[src/rtl/div_pkg.sv]
// Shared definitions for the divider arbiter.
// - state_t: FSM state encoding used by div_arbiter.
// - default_timeout(): default WAIT-cycle budget for a given operand width.
// - idx_width(): width of a requester index (never below 1 bit).
package div_pkg;

    typedef enum logic [2:0] {
        ST_IDLE  = 3'd0,
        ST_ISSUE = 3'd1,
        ST_WAIT  = 3'd2,
        ST_RESP  = 3'd3,
        ST_DRAIN = 3'd4
    } state_t;

    // An SRT radix-4 divider retires 2 quotient bits per cycle, so 4*WID
    // leaves a generous margin before declaring the divider hung.
    localparam int TIMEOUT_PER_BIT = 4;

    function automatic int default_timeout(input int wid);
        return TIMEOUT_PER_BIT * wid;
    endfunction

    function automatic int idx_width(input int n);
        return (n > 1) ? $clog2(n) : 1;
    endfunction

endpackage

[src/rtl/rr_arbiter.sv]
// Round-robin one-hot grant.
// Ports:
//   req   - request vector, one bit per requester
//   ptr   - index with highest priority this round
//   grant - one-hot grant (all zero when no request)
// Requesters at or above ptr are searched first (lowest index wins), then
// the search wraps to the requesters below ptr.
module rr_arbiter
    import div_pkg::*;
#(
    parameter int NREQ = 2,
    localparam int PW = idx_width(NREQ)
) (
    input  logic [NREQ-1:0] req,
    input  logic [PW-1:0]   ptr,
    output logic [NREQ-1:0] grant
);

    logic [NREQ-1:0] hi_mask;
    logic [NREQ-1:0] masked;

    generate
        for (genvar gi = 0; gi < NREQ; gi++) begin : g_mask
            assign hi_mask[gi] = (PW'(gi) >= ptr);
        end
    endgenerate

    assign masked = req & hi_mask;

    // x & (~x + 1) isolates the lowest set bit.
    always_comb begin
        if (|masked) begin
            grant = masked & (~masked + NREQ'(1));
        end else begin
            grant = req & (~req + NREQ'(1));
        end
    end

endmodule

[src/rtl/div_arbiter.sv]
// Shares one SRT radix-4 divider among NREQ requesters.
// Ports:
//   clk, rst                      - clock, synchronous active-high reset
//   req_valid/req_ready           - per-requester operation handshake
//   req_dividend/req_divisor      - packed operands, requester i at [i*WID +: WID]
//   req_sign                      - per-requester signed-division flag
//   rsp_valid/rsp_ready           - one-hot result pending / per-requester consume
//   rsp_quotient/remainder/error  - shared result bus, valid with rsp_valid
//   div_valid, div_dividend/divisor/sign - start pulse and operands to divider
//   div_ready, div_error, div_quotient/remainder - divider completion
// A timed-out operation is answered with an error and the block then waits
// in DRAIN for the stale completion, so a busy divider is never restarted.
module div_arbiter
    import div_pkg::*;
#(
    parameter int WID     = 8,
    parameter int NREQ    = 2,
    parameter int TIMEOUT = default_timeout(WID)
) (
    input  logic                clk,
    input  logic                rst,
    input  logic [NREQ-1:0]     req_valid,
    output logic [NREQ-1:0]     req_ready,
    input  logic [NREQ*WID-1:0] req_dividend,
    input  logic [NREQ*WID-1:0] req_divisor,
    input  logic [NREQ-1:0]     req_sign,
    output logic [NREQ-1:0]     rsp_valid,
    input  logic [NREQ-1:0]     rsp_ready,
    output logic [WID-1:0]      rsp_quotient,
    output logic [WID-1:0]      rsp_remainder,
    output logic                rsp_error,
    output logic                div_valid,
    output logic [WID-1:0]      div_dividend,
    output logic [WID-1:0]      div_divisor,
    output logic                div_sign,
    input  logic                div_ready,
    input  logic                div_error,
    input  logic [WID-1:0]      div_quotient,
    input  logic [WID-1:0]      div_remainder
);

    localparam int PW = idx_width(NREQ);
    localparam int CW = $clog2(TIMEOUT + 1);
    localparam logic [CW-1:0] CNT_LAST = CW'(TIMEOUT - 1);

    state_t         state_reg, state_next;
    logic [PW-1:0]  ptr_reg, ptr_next;
    logic [PW-1:0]  idx_reg, idx_next;
    logic           drain_reg, drain_next;
    logic [CW-1:0]  cnt_reg, cnt_next;
    logic [WID-1:0] dividend_reg, dividend_next;
    logic [WID-1:0] divisor_reg, divisor_next;
    logic           sign_reg, sign_next;
    logic [WID-1:0] quot_reg, quot_next;
    logic [WID-1:0] rem_reg, rem_next;
    logic           err_reg, err_next;

    logic [NREQ-1:0] grant;
    logic [PW-1:0]   grant_idx;
    logic [WID-1:0]  dividend_arr [NREQ];
    logic [WID-1:0]  divisor_arr [NREQ];
    logic            div_done;
    logic            div_start;
    logic            rsp_fire;
    logic            drain_live;

    rr_arbiter #(.NREQ(NREQ)) u_arb (
        .req   (req_valid),
        .ptr   (ptr_reg),
        .grant (grant)
    );

    generate
        for (genvar gi = 0; gi < NREQ; gi++) begin : g_req
            assign dividend_arr[gi] = req_dividend[gi*WID +: WID];
            assign divisor_arr[gi]  = req_divisor[gi*WID +: WID];
            assign rsp_valid[gi]    = !rst && (state_reg == ST_RESP) && (idx_reg == PW'(gi));
        end
    endgenerate

    always_comb begin
        grant_idx = '0;
        for (int i = 0; i < NREQ; i++) begin
            if (grant[i]) begin
                grant_idx = PW'(i);
            end
        end
    end

    assign div_done = div_ready | div_error;
    assign rsp_fire = |(rsp_valid & rsp_ready);
    // A completion arriving while the timeout response is still pending
    // means the divider is already idle, so there is nothing left to drain.
    assign drain_live = drain_reg && !div_done;

    always_comb begin
        state_next    = state_reg;
        ptr_next      = ptr_reg;
        idx_next      = idx_reg;
        drain_next    = drain_reg;
        cnt_next      = cnt_reg;
        dividend_next = dividend_reg;
        divisor_next  = divisor_reg;
        sign_next     = sign_reg;
        quot_next     = quot_reg;
        rem_next      = rem_reg;
        err_next      = err_reg;
        div_start     = 1'b0;

        case (state_reg)
            ST_IDLE: begin
                // grant is already qualified by req_valid
                if (|grant) begin
                    dividend_next = dividend_arr[grant_idx];
                    divisor_next  = divisor_arr[grant_idx];
                    sign_next     = req_sign[grant_idx];
                    idx_next      = grant_idx;
                    ptr_next      = (grant_idx == PW'(NREQ - 1)) ? '0 : grant_idx + 1'b1;
                    state_next    = ST_ISSUE;
                end
            end
            ST_ISSUE: begin
                div_start  = 1'b1;
                cnt_next   = '0;
                state_next = ST_WAIT;
            end
            ST_WAIT: begin
                if (div_done) begin
                    quot_next  = div_quotient;
                    rem_next   = div_remainder;
                    err_next   = div_error;
                    state_next = ST_RESP;
                end else if (cnt_reg == CNT_LAST) begin
                    quot_next  = '0;
                    rem_next   = '0;
                    err_next   = 1'b1;
                    drain_next = 1'b1;
                    state_next = ST_RESP;
                end else begin
                    cnt_next = cnt_reg + 1'b1;
                end
            end
            ST_RESP: begin
                drain_next = drain_live;
                if (rsp_fire) begin
                    drain_next = 1'b0;
                    state_next = drain_live ? ST_DRAIN : ST_IDLE;
                end
            end
            ST_DRAIN: begin
                if (div_done) begin
                    state_next = ST_IDLE;
                end
            end
            default: begin
                state_next = ST_IDLE;
            end
        endcase
    end

    always_ff @(posedge clk) begin
        if (rst) begin
            state_reg    <= ST_IDLE;
            ptr_reg      <= '0;
            idx_reg      <= '0;
            drain_reg    <= 1'b0;
            cnt_reg      <= '0;
            dividend_reg <= '0;
            divisor_reg  <= '0;
            sign_reg     <= 1'b0;
            quot_reg     <= '0;
            rem_reg      <= '0;
            err_reg      <= 1'b0;
        end else begin
            state_reg    <= state_next;
            ptr_reg      <= ptr_next;
            idx_reg      <= idx_next;
            drain_reg    <= drain_next;
            cnt_reg      <= cnt_next;
            dividend_reg <= dividend_next;
            divisor_reg  <= divisor_next;
            sign_reg     <= sign_next;
            quot_reg     <= quot_next;
            rem_reg      <= rem_next;
            err_reg      <= err_next;
        end
    end

    // Outputs are forced low combinationally so they read 0 from the first
    // cycle rst is high, before the registers have been cleared.
    assign req_ready     = (!rst && state_reg == ST_IDLE) ? grant : '0;
    assign div_valid     = !rst && div_start;
    assign div_dividend  = rst ? '0 : dividend_reg;
    assign div_divisor   = rst ? '0 : divisor_reg;
    assign div_sign      = !rst && sign_reg;
    assign rsp_quotient  = rst ? '0 : quot_reg;
    assign rsp_remainder = rst ? '0 : rem_reg;
    assign rsp_error     = !rst && (state_reg == ST_RESP) && err_reg;

endmodule

[config.mk]
export PLATFORM = sky130hd
export DESIGN_NAME = div_arbiter
export DESIGN_NICKNAME = d
export VERILOG_FILES = /design/src/rtl/div_pkg.sv /design/src/rtl/rr_arbiter.sv /design/src/rtl/div_arbiter.sv
export SDC_FILE = /design/constraint.sdc
export NUM_CORES = 1
export LEC_CHECK = 0
export BUFFER_PORTS_ARGS = -buffer_cell sky130_fd_sc_hd__clkbuf_2
export CORE_UTILIZATION = 52
export CTS_BUF_LIST = sky130_fd_sc_hd__clkbuf_8
export CTS_CLUSTER_DIAMETER = 60
export CTS_CLUSTER_SIZE = 20
export DETAILED_ROUTE_END_ITERATION = 12
export PLACE_DENSITY = 0.88
export SYNTH_ARGS = -nofsm -noshare
export SYNTH_HDL_FRONTEND = slang
export SYNTH_SLANG_ARGS = --single-unit
[constraint.sdc]
create_clock -name clk -period 3.2 [get_ports clk]
set_input_delay 0.32 -clock clk [delete_from_list [all_inputs] [get_ports clk]]
set_output_delay 0.32 -clock clk [all_outputs]
set_load 0.01 [all_outputs]
==> flow_summary.ini, run 1 <==
[outcome]
status = completed

[logic_synthesis]
synth_edf_count = 0
ys_types = 43
yosys_warnings = 0
synth.yosys.seq_area_share_pct = 44.1
synthFlopType = dfxtp_1
syn_nets = 280
synth_area_um2 = 2090
synthTopCellsByCount = dfxtp_1 (46), nor2b_1 (35), a22o_1 (16), nor2_1 (16), and2_1 (12)
yosysTopAreaCellShare_pct = 44.1
synthTopCellsByArea = dfxtp_1 (44%), nor2b_1 (10%), a22o_1 (6.7%), a221o_1 (3.8%), a222oi_1 (3.8%)
postSynthCellCount = 221
yosysMostFrequentCell = dfxtp_1
synth_seq_cells = 46
async_flop_share_pct = 0
syn_avg_cell_area_um2 = 9.45
yosysTopAreaCell = dfxtp_1

[sta]
finalHoldViolations = 0
maxSlewHeadroom_pct = 25.7
timing.fmax_mhz = 427
drv_slew = 0
worst_slack_ns = 0.858
finClkSkew_ns = 0.00532
setup_tns_ns = 0
fin_crit_ns = 2.34
worst_hold_slack_ns = 0.221
worstMarginPinSlew_ns = 1.11
fin_crit_sh_pct = 73.2
setup-violations-final = 0
rsz0062_at_grt = no

[critical_path]
critical_path_class = flip-flop to output pin
crit_chain = nor3_1 -> and3_1 -> and2_1 -> clkbuf_2
regToRegSetupSlack_ns = 1.18
cp-end-kind = output pin
critPathBufInv = 1
cpPeakStageDelay_ns = 0.42
worstPathMaxFanout = 11
critPathSlowestCell = and3_1
worstPathRequired_ns = 2.88
crit_family = simple AND/OR/NAND/NOR gates
cp-start-kind = flip-flop
arrival_ns = 2.02

[floorplan]
dieArea_um2 = 4280
start_util_pct = 55.8
num_io_pins = 97
die_w_um = 65.4
die_h_um = 65.4
rows = 22
coreArea_um2 = 3740

[pwr]
p_seq_share_pct = 49.5
pwr-share-comb_pct = 23.9
pwr-share-clk_pct = 26.7
p_sw_uw = 410
swShare_pct = 30.3
power_mw = 1.35
p_leak_nw = 1.22
p_per_area_nw_per_um2 = 510
max-vdd-ir-drop_mv = 0.448
cellInternalPower_uw = 943

[drt]
vias = 1960
wl_per_cell_um = 13.2
vias_per_cell = 5.46
drt_iter0_drc = 208
drc = 0
firstDrtPassIters = 6
ant_nets = 0
drt_wl_total_mm = 4.74

[placed_design]
place_area_um2 = 2560
gp_congestion = 0.829
hpwl_mm = 3.50
port_buffers = 96
place_ws_ns = 1.20

[clock_tree]
cts_buffers = 5
clk_latency_ns = 0.30
cts_tree = done
cts_max_level = 2
clk_pin_slew_ns = 0.09
cts_root_buffer = clkbuf_8
cts_buffer_depth = 2
clock-sinks = 46
ctsResizeCount = 0
cts-hold-fix-buffers = 0
cts_setup_buffers = 0

[finish]
diodes = 0
areaGrowthSynthToFinish_pct = 26.9
layout-drive-gt1-share_pct = 36.3
design_area_um2 = 2650
nNetsFinal = 369

[job]
maxCapViolCount = 0

[global_routing]
grt-ovfl-total = 0
grt_max_degree = 31
antenna_found_initial = 0
grt_pass1_wl_mm = 7.76
gr-usage-all-layers_pct = 23.7
grt_pass1_vias = 1709

[worst_hold_path]
hp-class = input pin to flip-flop
==> cells in the final DEF, fill, tap and decap left out, types with 2 or more instances in the layout <==
cell,Yosys,routed
o21ai_0,3,3
o2111ai_1,2,2
xor2_1,2,2
clkbuf_8,0,5
buf_4,2,2
a222oi_1,8,8
nand3_1,4,4
a22o_1,16,16
a32oi_1,2,2
and3_1,3,3
nand2_1,10,10
nor3_1,4,4
clkbuf_2,0,96
nor2_1,16,16
nand2b_1,2,2
a21oi_1,8,8
nor2b_1,35,35
dfxtp_1,46,46
and2_1,12,12
a221o_1,8,8
inv_1,3,3
==> worst paths after layout <==
| path | from | end | cells after the start |
|---|---|---|---|
| setup / recovery | state_reg[2]$_SDFFE_PP0P_ | req_ready[1] | 4 |
| hold reg to reg | drain_reg$_SDFFE_PP0P_ | drain_reg$_SDFFE_PP0P_ | 2 |
| hold / removal | div_quotient[3] | quot_reg[3]$_SDFFE_PP0P_ | 2 |
| setup reg to reg | cnt_reg[0]$_SDFFE_PP0P_ | rem_reg[4]$_SDFFE_PP0P_ | 5 |
==> area by class of cell <==
type	instances	area (um2)
clock buffer	5	68.8
clock inverter	3	25.0
fill	299	1090
inverter	3	11.3
multi-input combinational	156	1070
sequential	46	921
tap	48	60.1
timing repair buffer	98	495
==> metrics by stage <==
stage / util (%) / instances
after floorplan: - / 221
after global placement: 68.3 / 351
after detailed placement: 68.3 / 351
after CTS: 70.9 / 359
after global routing: 70.9 / 359
final: 70.9 / 359
==> kinds of logic (layout without fill, tap and decap cells) <==
| family | count (synthesis) | after routing | synth area share (%) |
|---|---|---|---|
| buffers and inverters | 19 | 109 | 4.67 |
| flip-flops | 46 | 46 | 44.1 |
| multiplexers | 1 | 1 | 0.479 |
| AO/OA/AOI/OAI | 58 | 58 | 23.5 |
| AND/OR/NAND/NOR | 94 | 94 | 25.8 |
| adder cells (fa/ha/maj) | 1 | 1 | 0.599 |
| XOR/XNOR | 2 | 2 | 0.838 |
==> power by group through the flow <==
stage / combinational [mW] / clock, mW / sequential [mW]
final: 0.323 / 0.361 / 0.670
after global routing: 0.360 / 0.398 / 0.678
after CTS: 0.324 / 0.367 / 0.670
after detailed placement: 0.322 / 0 / 0.682
after global placement: 0.317 / 0 / 0.680
after floorplan: 0.245 / 0 / 0.662
==> routing by layer <==
metal | track usage [%] | share of wire [%] | vias up | wire length, um
met5 | 0 | 0 | - | 0
met4 | 9.78 | 1.6 | 0 | 76
met2 | 38.1 | 49 | 75 | 2310
li1 | - | - | 985 | -
met3 | 3.99 | 5.2 | 7 | 247
met1 | 31.2 | 44 | 893 | 2110
Power figures use the tool's default switching activity.
==> run 2: changes to the inputs <==
- ABC_AREA: not set -> 1
- CORE_UTILIZATION: 52 -> 50
- PLACE_DENSITY: 0.88 -> 0.82
- clock period: 3.2 -> 2.2 ns (I/O delays scaled with it)
==> run 2 against run 1 <==
The run now ends with design-rule violations left. Synthesized cell count is 63% higher. Die area is 19% higher. Clock skew hardly changed. Core utilization is 4.6 points lower. Final cell count is 41% higher. Sequential power is 42% higher. Register-to-register slack worse by 0.56 ns. Largest power group unchanged.
==> flow_summary.ini, run 2 <==
[sta]
timing.fmax_mhz = 557
rsz0062_at_grt = no
worstMarginPinSlew_ns = 0.519
setup-violations-final = 0
finClkSkew_ns = 0.00515
maxSlewHeadroom_pct = 65.4
finalHoldViolations = 0
setup_tns_ns = 0
drv_slew = 0
fin_crit_sh_pct = 81.7
fin_crit_ns = 1.80

[finish]
layout_common_cells = nand2_1 (100), clkbuf_2 (96), inv_1 (49), nor2_1 (49), nand3_1 (48)
final_common_cell = nand2_1
nNetsFinal = 511
areaGrowthSynthToFinish_pct = 23.6
diodes = 0
layout-drive-gt1-share_pct = 28.3
post-route-util_pct = 66.3
fillCellCount = 423

[clock_tree]
clock-sinks = 46
cts_setup_buffers = 0
cts_buffer_depth = 2
clk_pin_slew_ns = 0.08
cts_max_level = 2
ctsResizeCount = 0
clk_latency_ns = 0.29
cts_buffers = 5
cts-hold-fix-buffers = 0
cts_root_buffer = clkbuf_8
cts_tree = done

[global_routing]
grt_pass1_vias = 2316
antenna_found_initial = 0
gr-usage-all-layers_pct = 22.9
grt_max_degree = 52
grt-ovfl-total = 0
grt_pass1_wl_mm = 9.32

[critical_path]
rr_startpoint = cnt_reg[0]$_SDFFE_PP0P_
critical_path_class = flip-flop to output pin
cp-start-kind = flip-flop
arrival_ns = 1.58
regToRegSetupSlack_ns = 0.62
cp-end-kind = output pin
worstPathMaxFanout = 10
reg2regPathDepth = 10
worstPathRequired_ns = 1.98
r2r-end = state_reg[0]$_SDFFE_PP0P_

[placed_design]
port_buffers = 96
gp_congestion = 0.800
hpwl_mm = 4.03

[logic_synthesis]
yosys_warnings = 0
yosysTopAreaCellShare_pct = 38.4
syn_avg_cell_area_um2 = 6.67
postSynthCellCount = 360
syn_nets = 419
yosysTopAreaCell = dfxtp_1
synth.yosys.seq_area_share_pct = 38.4
async_flop_share_pct = 0
ys_types = 33
synthFlopType = dfxtp_1
synth_area_um2 = 2400
yosysMostFrequentCell = nand2_1
synthTopCellsByArea = dfxtp_1 (38%), nand2_1 (16%), nand3_1 (10%), inv_1 (7.7%), nor2_1 (7.7%)
synth_seq_cells = 46
synthTopCellsByCount = nand2_1 (100), inv_1 (49), nor2_1 (49)
synth_edf_count = 0

[drt]
firstDrtPassIters = 8
ant_nets = 0
vias_per_cell = 4.93
drt_iter0_drc = 135
drc = 2
vias = 2489
drt_wl_total_mm = 5.48
wl_per_cell_um = 10.8

[pwr]
p_leak_nw = 1.50
max-vdd-ir-drop_mv = 0.449
power_mw = 2.08
p_per_area_nw_per_um2 = 702

[floorplan]
die_w_um = 71.3
die_h_um = 71.3
start_util_pct = 53.6
rows = 24
coreArea_um2 = 4470
num_io_pins = 97
dieArea_um2 = 5080

[worst_hold_path]
hp-class = input pin to flip-flop
min_to = divisor_reg[3]$_SDFFE_PP0P_
min_from = req_divisor[11]
hold_depth = 3

[job]
maxCapViolCount = 0

[outcome]
status = finished, violations left
violations = design-rule violations
-- run 2: worst max path at each step --
stage	startpoint	slack (ns)	endpoint
floorplan	cnt_reg[0]$_SDFFE_PP0P_	0.80	state_reg[0]$_SDFFE_PP0P_
global placement	cnt_reg[0]$_SDFFE_PP0P_	0.71	state_reg[0]$_SDFFE_PP0P_
detailed placement	cnt_reg[0]$_SDFFE_PP0P_	0.64	state_reg[0]$_SDFFE_PP0P_
CTS	ptr_reg$_SDFFE_PP0P_	0.38	req_ready[1]
global route	ptr_reg$_SDFFE_PP0P_	0.25	req_ready[1]
finish	ptr_reg$_SDFFE_PP0P_	0.40	req_ready[1]
-- run 2: through the flow --
step	hold slack [ns]	worst slack, ns	instance area (um2)	std cells
2_1_floorplan	0.346	0.799	2400	360
3_3_place_gp	0.436	0.705	2860	497
3_5_place_dp	0.437	0.635	2860	497
4_1_cts	0.127	0.381	2970	505
5_1_grt	0.130	0.251	2970	505
6_report	0.134	0.404	2970	505
-- run 2: cell families (layout without fill, tap and decap cells) --
family,after synthesis,in the layout,synth area share [%]
flops,46,46,38.4
buf+inv,70,163,13.5
fa+ha+maj,1,1,0.521
simple gates,220,220,41.9
compound gates,21,21,5.01
xor+xnor,2,2,0.730
-- run 2: routing by layer --
layer	routed length (um)	global-route usage, %	up-vias
met1	2380	25.9	1099
li1	-	-	1292
met5	0	0	-
met2	2680	40.7	85
met4	102	10.4	0
met3	313	5.63	13
-- run 2: power by group --
part / leakage [nW] / switching [mW] / internal (mW) / total [mW]
combinational: 1.07 / 0.332 / 0.182 / 0.514
sequential: 0.376 / 0.0359 / 0.918 / 0.954
clock: 0.0579 / 0.278 / 0.334 / 0.612
total: 1.50 / 0.646 / 1.43 / 2.08
-- run 2: worst max-delay path, stage by stage, from the launching register on --
cell and delay, ns:
dfxtp_1 0.31, inv_1 0.06, nand2_1 0.06, nand2_1 0.13, inv_1 0.14, nand3_1 0.12, clkinv_1 0.25, clkbuf_2 0.21
-- run 2: layout make-up --
class | count | area, um2 | share of cell area (%)
Inverter | 57 | 219 | 7.38
Clock inverter | 3 | 40.0 | 1.35
Tap cell | 52 | 65.1 | 2.19
Clock buffer | 5 | 68.8 | 2.32
Sequential cell | 46 | 921 | 31.1
Multi-Input combinational cell | 244 | 1160 | 39.0
Timing Repair Buffer | 98 | 495 | 16.7
==> run 3: changes to the inputs <==
- CORE_UTILIZATION: 50 -> 45
- PLACE_DENSITY: 0.82 -> 0.78
- clock period: 2.2 -> 1.59 ns (I/O delays scaled with it)
==> run 3 against run 2 <==
The run now ends clean. Register-to-register slack got worse by 0.52 ns. Total power rose by 32%. Die area up 11%.
==> flow_summary.ini, run 3 (synthesis gave the netlist of run 2 again) <==
[outcome]
status = completed

[worst_hold_path]
hp-class = input pin to flip-flop
min_to = divisor_reg[5]$_SDFFE_PP0P_
hold_depth = 3
min_from = req_divisor[13]

[sta]
worst_slack_ns = 0.0811
setup-violations-final = 0
finalHoldViolations = 0
worst_hold_slack_ns = 0.0731
rsz0062_at_grt = yes
drv_slew = 0
fin_crit_ns = 1.51
fin_crit_sh_pct = 94.9
finClkSkew_ns = 0.00716
timing.fmax_mhz = 663
worstMarginPinSlew_ns = 0.392
maxSlewHeadroom_pct = 73.8

[clock_tree]
cts-hold-fix-buffers = 0
cts_max_level = 2
cts_root_buffer = clkbuf_8
clk_pin_slew_ns = 0.08
cts_tree = done
cts_buffers = 5
clk_latency_ns = 0.29
clock-sinks = 46
cts_buffer_depth = 2

[critical_path]
crit_family = simple AND/OR/NAND/NOR gates
regToRegSetupSlack_ns = 0.10
cp-start-kind = flip-flop
crit_chain = inv_2 -> nand2_2 -> nor2_4 -> inv_2 -> nor3_2 -> buf_2
cpMostUsedCell = inv_2
reg2regPathDepth = 10
arrival_ns = 1.35
critical_path_class = flip-flop to output pin
worstPathMaxFanout = 5
r2r-end = state_reg[0]$_SDFFE_PP0P_
critPathBufInv = 3
worstPathRequired_ns = 1.43
cp-end-kind = output pin
cpPeakStageDelay_ns = 0.36
rr_startpoint = cnt_reg[1]$_SDFFE_PP0P_
critPathSlowestCell = dfxtp_2

[placed_design]
place_ws_ns = 0.116
port_buffers = 96
gp_congestion = 0.820
hpwl_mm = 4.22

[global_routing]
grt-ovfl-total = 0
grt_pass1_wl_mm = 8.82
grt_pass1_vias = 2132
gr-usage-all-layers_pct = 20.2
antenna_found_initial = 0
grt_max_degree = 26

[pwr]
p_per_area_nw_per_um2 = 901
power_mw = 2.75
swShare_pct = 32.4
pwr-share-comb_pct = 27.6
p_sw_uw = 891
max-vdd-ir-drop_mv = 0.596
p_seq_share_pct = 48.2
p_leak_nw = 1.54
cellInternalPower_mw = 1.86
pwr-share-clk_pct = 24.2

[finish]
post-route-util_pct = 59.8
layout-drive-gt1-share_pct = 31.2
diodes = 0
layout_common_cells = nand2_1 (100), clkbuf_2 (95), nor2_1 (49)
final_common_cell = nand2_1
nNetsFinal = 520
areaGrowthSynthToFinish_pct = 27.2

[drt]
drc = 0
ant_nets = 0
drt_iter0_drc = 125
vias_per_cell = 4.70
firstDrtPassIters = 5
wl_per_cell_um = 10.4
drt_wl_total_mm = 5.51
vias = 2495

[floorplan]
start_util_pct = 47.0
num_io_pins = 97
die_h_um = 75.0
dieArea_um2 = 5630
rows = 26
die_w_um = 75.0
coreArea_um2 = 5110

[job]
maxCapViolCount = 0
run 3: changes by cell type in the layout (fill, tap and decap cells not counted), moves of 2 or more:
cell | before | now
inv_2 | 4 | 6
nor2_4 | 3 | 5
inv_1 | 49 | 47
nor2_2 | 3 | 1
buf_4 | 2 | 11
dfxtp_1 | 46 | 43
dfxtp_2 | 0 | 2
run 3: power groups by stage:
stage | registers [mW] | logic [mW] | clock network, mW
after global placement | 1.34 | 0.722 | 0
after global routing | 1.34 | 0.856 | 0.744
after floorplan | 1.33 | 0.530 | 0
after detailed placement | 1.35 | 0.734 | 0
final | 1.33 | 0.759 | 0.664
after CTS | 1.32 | 0.738 | 0.693
run 3: cell type report:
type                       instances  area, um2
clock buffer                       5       68.8
clock inverter                     2       10.0
fill                             518       2060
inverter                          57        221
multi-input combinational        244       1170
sequential                        46        927
tap                               70       87.6
timing repair buffer             107        563
run 3: worst max path at each step:
stage | start | end | slack, ns | depth (start not counted)
3_5_place_dp | cnt_reg[1]$_SDFFE_PP0P_ | state_reg[0]$_SDFFE_PP0P_ | 0.12 | 10
3_3_place_gp | cnt_reg[1]$_SDFFE_PP0P_ | state_reg[0]$_SDFFE_PP0P_ | 0.17 | 10
4_1_cts | state_reg[2]$_SDFFE_PP0P_ | req_ready[0] | -0.05 | 6
5_1_grt | state_reg[2]$_SDFFE_PP0P_ | req_ready[0] | -0.03 | 6
6_report | state_reg[2]$_SDFFE_PP0P_ | req_ready[0] | 0.08 | 6
2_1_floorplan | cnt_reg[0]$_SDFFE_PP0P_ | state_reg[0]$_SDFFE_PP0P_ | 0.19 | 10
run 3: per-layer routing:
metal  routed length [um]  GRT usage [%]
met4                   81           7.55
met2                 2690           35.8
met1                 2390           23.7
met5                    0              0
met3                  351           4.69
run 3: stage by stage:
step / area, um2 / instances / setup TNS [ns]
final: 3050 / 531 / 0
after global routing: 3050 / 531 / -0.0772
after CTS: 3000 / 528 / -0.122
after detailed placement: 2920 / 521 / 0
after global placement: 2920 / 521 / 0
after floorplan: 2400 / 360 / 0
run 3: what timing repair did:
item                                    CTS  global route
endpoints found under the setup margin    4             8
resized for setup                         1            12
setup buffers                             0             3
pin swaps                                 0             1
run 3: worst min-delay path, stage by stage:
cell	delay [ns]
clkbuf_2	0.07
nand2_1	0.04
nand3_1	0.06
